[config.mk]
export PLATFORM = sky130hd
export DESIGN_NAME = jamma_joy_scanner
export DESIGN_NICKNAME = d
export VERILOG_FILES = /design/src/rtl/jamma_pkg.sv /design/src/rtl/bit_debounce.sv /design/src/rtl/jamma_joy_scanner.sv
export SDC_FILE = /design/constraint.sdc
export NUM_CORES = 1
export LEC_CHECK = 0
export ABC_AREA = 1
export BUFFER_PORTS_ARGS = -buffer_cell sky130_fd_sc_hd__buf_2
export CAP_MARGIN = 0
export CORE_ASPECT_RATIO = 0.6
export CORE_MARGIN = 1.5
export CORE_UTILIZATION = 49
export DETAILED_ROUTE_END_ITERATION = 10
export HOLD_SLACK_MARGIN = 0.05
export PLACE_DENSITY = 0.62
export SLEW_MARGIN = 25
export SYNTH_ARGS = -nofsm -noshare
export SYNTH_HDL_FRONTEND = slang
export SYNTH_SLANG_ARGS = --single-unit
export TNS_END_PERCENT = 100
[constraint.sdc]
create_clock -name pclk -period 10.55 [get_ports pclk]
set_clock_uncertainty 0.1 [all_clocks]
set_input_delay 0.5275 -clock pclk [delete_from_list [all_inputs] [get_ports pclk]]
set_output_delay 0.5275 -clock pclk [all_outputs]
set_load 0.01 [all_outputs]
[src/rtl/jamma_pkg.sv]
// rtl/jamma_pkg.sv - shared types and constants for the JAMMA joystick scanner
package jamma_pkg;

    typedef enum logic [1:0] {
        SETTLE1,
        SAMP1,
        SETTLE2,
        SAMP2
    } scan_state_e;

    typedef enum logic [2:0] {
        JOY_UP    = 3'd0,
        JOY_DOWN  = 3'd1,
        JOY_LEFT  = 3'd2,
        JOY_RIGHT = 3'd3,
        JOY_FIRE1 = 3'd4,
        JOY_FIRE2 = 3'd5,
        JOY_START = 3'd7
    } joy_bit_e;

    localparam logic [7:0] JOY_IDLE = 8'hFF;

    // Active-low merge: the on-board stick only drives the direction/fire bits.
    function automatic logic [7:0] merge_p1(input logic [7:0] bus, input logic [5:0] onboard);
        logic [7:0] m;
        m = JOY_IDLE;
        for (int i = int'(JOY_UP); i <= int'(JOY_FIRE2); i++) begin
            m[i] = onboard[i];
        end
        return bus & m;
    endfunction

endpackage

[src/rtl/bit_debounce.sv]
// rtl/bit_debounce.sv - per-bit sample-gated debouncer, output follows after CNT differing samples
module bit_debounce
    import jamma_pkg::*;
#(
    parameter int WIDTH = 8,
    parameter int CNT   = 4
) (
    input  logic             clk_i,
    input  logic             rst_i,
    input  logic             sample_en_i,
    input  logic [WIDTH-1:0] sample_i,
    output logic [WIDTH-1:0] level_o
);

    logic [WIDTH-1:0] level_q, level_d;
    logic [3:0]       cnt_q [WIDTH];
    logic [3:0]       cnt_d [WIDTH];

    always_comb begin
        level_d = level_q;
        for (int b = 0; b < WIDTH; b++) begin
            cnt_d[b] = cnt_q[b];
            if (sample_en_i) begin
                if (sample_i[b] == level_q[b]) begin
                    cnt_d[b] = 4'd0;
                end else if (cnt_q[b] >= 4'(CNT - 1)) begin
                    level_d[b] = sample_i[b];
                    cnt_d[b]   = 4'd0;
                end else begin
                    cnt_d[b] = cnt_q[b] + 4'd1;
                end
            end
        end
    end

    always_ff @(posedge clk_i or posedge rst_i) begin
        if (rst_i) begin
            level_q <= '1;
            for (int b = 0; b < WIDTH; b++) begin
                cnt_q[b] <= 4'd0;
            end
        end else begin
            level_q <= level_d;
            for (int b = 0; b < WIDTH; b++) begin
                cnt_q[b] <= cnt_d[b];
            end
        end
    end

    assign level_o = level_q;

endmodule

[src/rtl/jamma_joy_scanner.sv]
// rtl/jamma_joy_scanner.sv - multiplexed JAMMA joystick scanner with debounce and coin stretching
module jamma_joy_scanner
    import jamma_pkg::*;
#(
    parameter int SETTLE_CYCLES = 16,
    parameter int DEBOUNCE_CNT  = 4,
    parameter int COIN_MIN_LEN  = 64
) (
    input  logic       pclk,
    input  logic       reset,
    input  logic [7:0] JJOY,
    input  logic [1:0] JCOIN,
    input  logic [5:0] JOYSTICK,
    output logic       JSELECT,
    output logic [7:0] joystick1,
    output logic [7:0] joystick2,
    output logic [1:0] coin,
    output logic       scan_tick
);

    localparam int COIN_WIN = DEBOUNCE_CNT * SETTLE_CYCLES;

    logic [7:0] jjoy_s1_q, jjoy_s2_q;
    logic [1:0] jcoin_s1_q, jcoin_s2_q;
    logic [5:0] joy_s1_q, joy_s2_q;

    scan_state_e state_q;
    logic [7:0]  cnt_q;
    logic        jsel_q;
    logic        tick_q;

    logic [1:0]        coin_deb_q, coin_deb_d;
    logic [1:0]        coin_q, coin_d;
    logic [1:0][11:0]  coin_cnt_q, coin_cnt_d;
    logic [1:0][15:0]  stretch_q, stretch_d;

    always_ff @(posedge pclk or posedge reset) begin
        if (reset) begin
            jjoy_s1_q  <= '1;
            jjoy_s2_q  <= '1;
            jcoin_s1_q <= '1;
            jcoin_s2_q <= '1;
            joy_s1_q   <= '1;
            joy_s2_q   <= '1;
        end else begin
            jjoy_s1_q  <= JJOY;
            jjoy_s2_q  <= jjoy_s1_q;
            jcoin_s1_q <= JCOIN;
            jcoin_s2_q <= jcoin_s1_q;
            joy_s1_q   <= JOYSTICK;
            joy_s2_q   <= joy_s1_q;
        end
    end

    // Select flips on the edge entering each settle phase so the bus has the full window to settle.
    always_ff @(posedge pclk or posedge reset) begin
        if (reset) begin
            state_q <= SETTLE1;
            cnt_q   <= 8'd0;
            jsel_q  <= 1'b0;
            tick_q  <= 1'b0;
        end else begin
            tick_q <= 1'b0;
            case (state_q)
                SETTLE1, SETTLE2: begin
                    if (cnt_q == 8'(SETTLE_CYCLES - 1)) begin
                        cnt_q   <= 8'd0;
                        state_q <= (state_q == SETTLE1) ? SAMP1 : SAMP2;
                    end else begin
                        cnt_q <= cnt_q + 8'd1;
                    end
                end
                SAMP1: begin
                    cnt_q   <= 8'd0;
                    jsel_q  <= 1'b1;
                    state_q <= SETTLE2;
                end
                SAMP2: begin
                    cnt_q   <= 8'd0;
                    jsel_q  <= 1'b0;
                    tick_q  <= 1'b1;
                    state_q <= SETTLE1;
                end
                default: state_q <= SETTLE1;
            endcase
        end
    end

    bit_debounce #(.WIDTH(8), .CNT(DEBOUNCE_CNT)) u_deb_p1 (
        .clk_i       (pclk),
        .rst_i       (reset),
        .sample_en_i (state_q == SAMP1),
        .sample_i    (merge_p1(jjoy_s2_q, joy_s2_q)),
        .level_o     (joystick1)
    );

    bit_debounce #(.WIDTH(8), .CNT(DEBOUNCE_CNT)) u_deb_p2 (
        .clk_i       (pclk),
        .rst_i       (reset),
        .sample_en_i (state_q == SAMP2),
        .sample_i    (jjoy_s2_q),
        .level_o     (joystick2)
    );

    // Hold only starts from a high output, so a re-fall during the hold cannot extend it.
    always_comb begin
        for (int i = 0; i < 2; i++) begin
            coin_deb_d[i] = coin_deb_q[i];
            coin_cnt_d[i] = coin_cnt_q[i];
            stretch_d[i]  = stretch_q[i];
            coin_d[i]     = coin_q[i];
            if (jcoin_s2_q[i] == coin_deb_q[i]) begin
                coin_cnt_d[i] = 12'd0;
            end else if (coin_cnt_q[i] >= 12'(COIN_WIN - 1)) begin
                coin_deb_d[i] = jcoin_s2_q[i];
                coin_cnt_d[i] = 12'd0;
            end else begin
                coin_cnt_d[i] = coin_cnt_q[i] + 12'd1;
            end
            if (coin_deb_q[i] && !coin_deb_d[i] && coin_q[i]) begin
                coin_d[i]    = 1'b0;
                stretch_d[i] = 16'(COIN_MIN_LEN - 1);
            end else if (stretch_q[i] != 16'd0) begin
                coin_d[i]    = 1'b0;
                stretch_d[i] = stretch_q[i] - 16'd1;
            end else begin
                coin_d[i] = coin_deb_d[i];
            end
        end
    end

    always_ff @(posedge pclk or posedge reset) begin
        if (reset) begin
            coin_deb_q <= 2'b11;
            coin_q     <= 2'b11;
            coin_cnt_q <= '0;
            stretch_q  <= '0;
        end else begin
            coin_deb_q <= coin_deb_d;
            coin_q     <= coin_d;
            coin_cnt_q <= coin_cnt_d;
            stretch_q  <= stretch_d;
        end
    end

    assign JSELECT   = jsel_q;
    assign coin      = coin_q;
    assign scan_tick = tick_q;

endmodule

==> flow_metrics.tcl <==
set metrics [dict create \
    fin_cells 1191 \
    crit_top_cell "inv_1" \
    hold_viol_final 0 \
    drive_above_1_share 0.169 \
    power_density_mw_per_mm2 193 \
    io_pins 38 \
    hold_buffers 0 \
    antennaDiodeCount 0 \
    gp_congestion 0.857 \
    yosysSeqAreaShare 0.573 \
    synth.most_common_cell "nand2_1" \
    layout.nets 995 \
    setup_violations 0 \
    grt_pass1_wl_mm 24.9 \
    setup_tns_ns 0 \
    dp_hpwl_mm 9.73 \
    period_share 0.194 \
    core-area_mm2 0.0163 \
    synth_top_cell_area_share 0.405 \
    initial_core_util 0.502 \
    fmax_mhz 488 \
    finalPower_uw 1770 \
    ys_warn_count 0 \
    rows 36 \
    area_growth_pct 12.5 \
    firstDrtPassIters 5 \
    wl_met3_um 605 \
    power.leakage_uw 0.00463 \
    wl_per_cell_um 12.0 \
    drc 0 \
    cts_buffers 17 \
    cts_max_level 4 \
    die_w_um 170 \
    worst_slew_pin_slew_ns 0.835 \
    cts_buffer_depth 2 \
    hold_path.class "input pin to register" \
    async_reset_ff_frac 1.00 \
    grt_pass1_vias 5126 \
    drtIter0Drc 329 \
    slew_headroom 0.443 \
    slew_viol_final 0 \
    worstPathArrival_ns 2.30 \
    synth_area_per_cell_um2 9.10 \
    dr.max_layer_used "met4" \
    cpLargestDelayFamily "buffers and inverters" \
    cts_root_buffer "clkbuf_16" \
    grt_max_degree 118 \
    crit_required_ns 10.80 \
    cts_resized 0 \
    crit_fanout 38 \
    wl_met2_mm 5.39 \
    dieArea_mm2 0.0175 \
    synthCells 896 \
    max_stage_delay_ns 0.40 \
    antenna_found_initial 0 \
    yosysUniqueCellTypes 34 \
    synthTopCellsByArea "dfrtp_1, dfstp_2, nand2_1, nor2_1, inv_1" \
    synth-edff-count 0 \
    wl_mm 14.3 \
    irDropWorstVdd_mv 0.121 \
    port_buffers 37 \
    clock-sinks 184 \
    yosys.area.top_type "dfrtp_1" \
    dp.cells 1159 \
    insertion_delay_ns 0.43 \
    syn_area_mm2 0.00816 \
    ys_ff_latch 184 \
    status "finished, final reports clean" \
    synth_common_cells "nand2_1, nor2_1, dfrtp_1, inv_1, nand3_1" \
    cts_tree "done" \
    dieHeight_um 103 \
    synth_flop_cell "dfrtp_1" \
    clkTransAtPathRegs_ns 0.07 \
    viasPerCell 4.60 \
    via_count 5474 \
    crit_chain "inv_1 -> ha_1 -> buf_4 -> inv_1 -> or2_2 -> o21ai_0" \
    cap_violations 0 \
    multi_input_comb_area_mm2 0.00298 \
    fillers 1453 \
    grt_overflow 0 \
    worst_setup_path_start_kind "register" \
    postCtsSetupBuffers 0 \
    rsz0062_at_grt "no" \
    seq_area_mm2 0.00467 \
    drtAntennaViolNets 0 \
    end_kind "register" \
    critPathKind "register to register" \
    final.min_clock_period_ns 2.05 \
    crit_path_top_delay_cell "dfrtp_1" \
    wl_met1_mm 8.16 \
    grt.total_usage 0.183 \
    worst-path-buf-inv 3 \
]
==> stage by stage <==
step | util | setup slack (ns) | hold WS [ns] | instance area [um2]
after floorplan | - | 5.01 | 0.245 | 8200
after global placement | 0.529 | 8.30 | 0.246 | 8610
after detailed placement | 0.529 | 8.29 | 0.247 | 8610
after CTS | 0.564 | 8.47 | 0.0743 | 9170
after global routing | 0.564 | 8.28 | 0.0710 | 9170
final | 0.564 | 8.50 | 0.0882 | 9170
==> final cells by class <==
class	instances	area share
clock buffers	19	0.0483
clock inverters	13	0.0135
inverters	123	0.0511
multi-input cells	584	0.324
flip-flops and latches	184	0.509
well taps	228	0.0311
repair buffers	40	0.0226
==> sequential cells by signal, summed over array words and instances, names as in the netlist, 6 cells and up <==
signal / cells
cnt_q: 8
u_deb_p1.cnt_q: 32
u_deb_p2.level_o: 8
u_deb_p2.cnt_q: 32
jjoy_s1_q: 8
jjoy_s2_q: 8
u_deb_p1.level_o: 8
joy_s2_q: 6
coin_cnt_q: 24
stretch_q: 32
joy_s1_q: 6
==> power by group <==
part | internal, uW | switching (uW)
logic | 111 | 184
clock network | 334 | 280
registers | 782 | 75.5
==> layout by cell type (no fill, tap or decap), types with 5 or more instances in the layout <==
cell type	instances
nor2_4	5
o21bai_1	5
o21ai_0	42
ha_1	27
nand3_1	55
or2_2	19
inv_1	122
nand2_1	170
nand4_1	7
a21oi_1	13
conb_1	12
dfrtp_1	132
xnor2_1	16
mux2i_1	10
nor3_1	16
clkinv_4	5
buf_2	37
nor2_2	9
dfstp_2	52
nor2_1	153
clkbuf_16	17
xor2_1	7
==> logic make-up (layout without fill, tap and decap cells) <==
kind of cell / after synthesis / count (layout) / share of synthesized area
XOR/XNOR: 23 / 23 / 0.0247
other: 1 / 12 / 0.000460
buffers and inverters: 139 / 195 / 0.0677
flip-flops: 184 / 184 / 0.573
multiplexers: 10 / 10 / 0.0123
adder cells (fa/ha/maj): 27 / 27 / 0.0414
AO/OA/AOI/OAI: 69 / 69 / 0.0460
AND/OR/NAND/NOR: 443 / 443 / 0.235
==> path summary, 6_finish.rpt <==
check | start | end | cells past startpoint | slack (ns)
max | state_q[1] | u_deb_p1.cnt_q[0] | 6 | 8.50
min in group asynchronous | reset | stretch_q[29] | 2 | 0.12
max in group asynchronous | reset | cnt_q[5] | 3 | 8.90
max reg2reg | state_q[1] | u_deb_p1.cnt_q[0] | 6 | 8.50
min reg2reg | jjoy_s1_q[3] | jjoy_s2_q[3] | 0 | 0.25
min | JJOY[5] | jjoy_s1_q[5] | 1 | 0.09
==> routing by layer <==
layer	track usage	vias up
met3	0.0399	14
li1	-	2878
met5	0	-
met1	0.285	2491
met4	0.0613	0
met2	0.249	91
No activity file was read; power rests on OpenSTA's default activity.
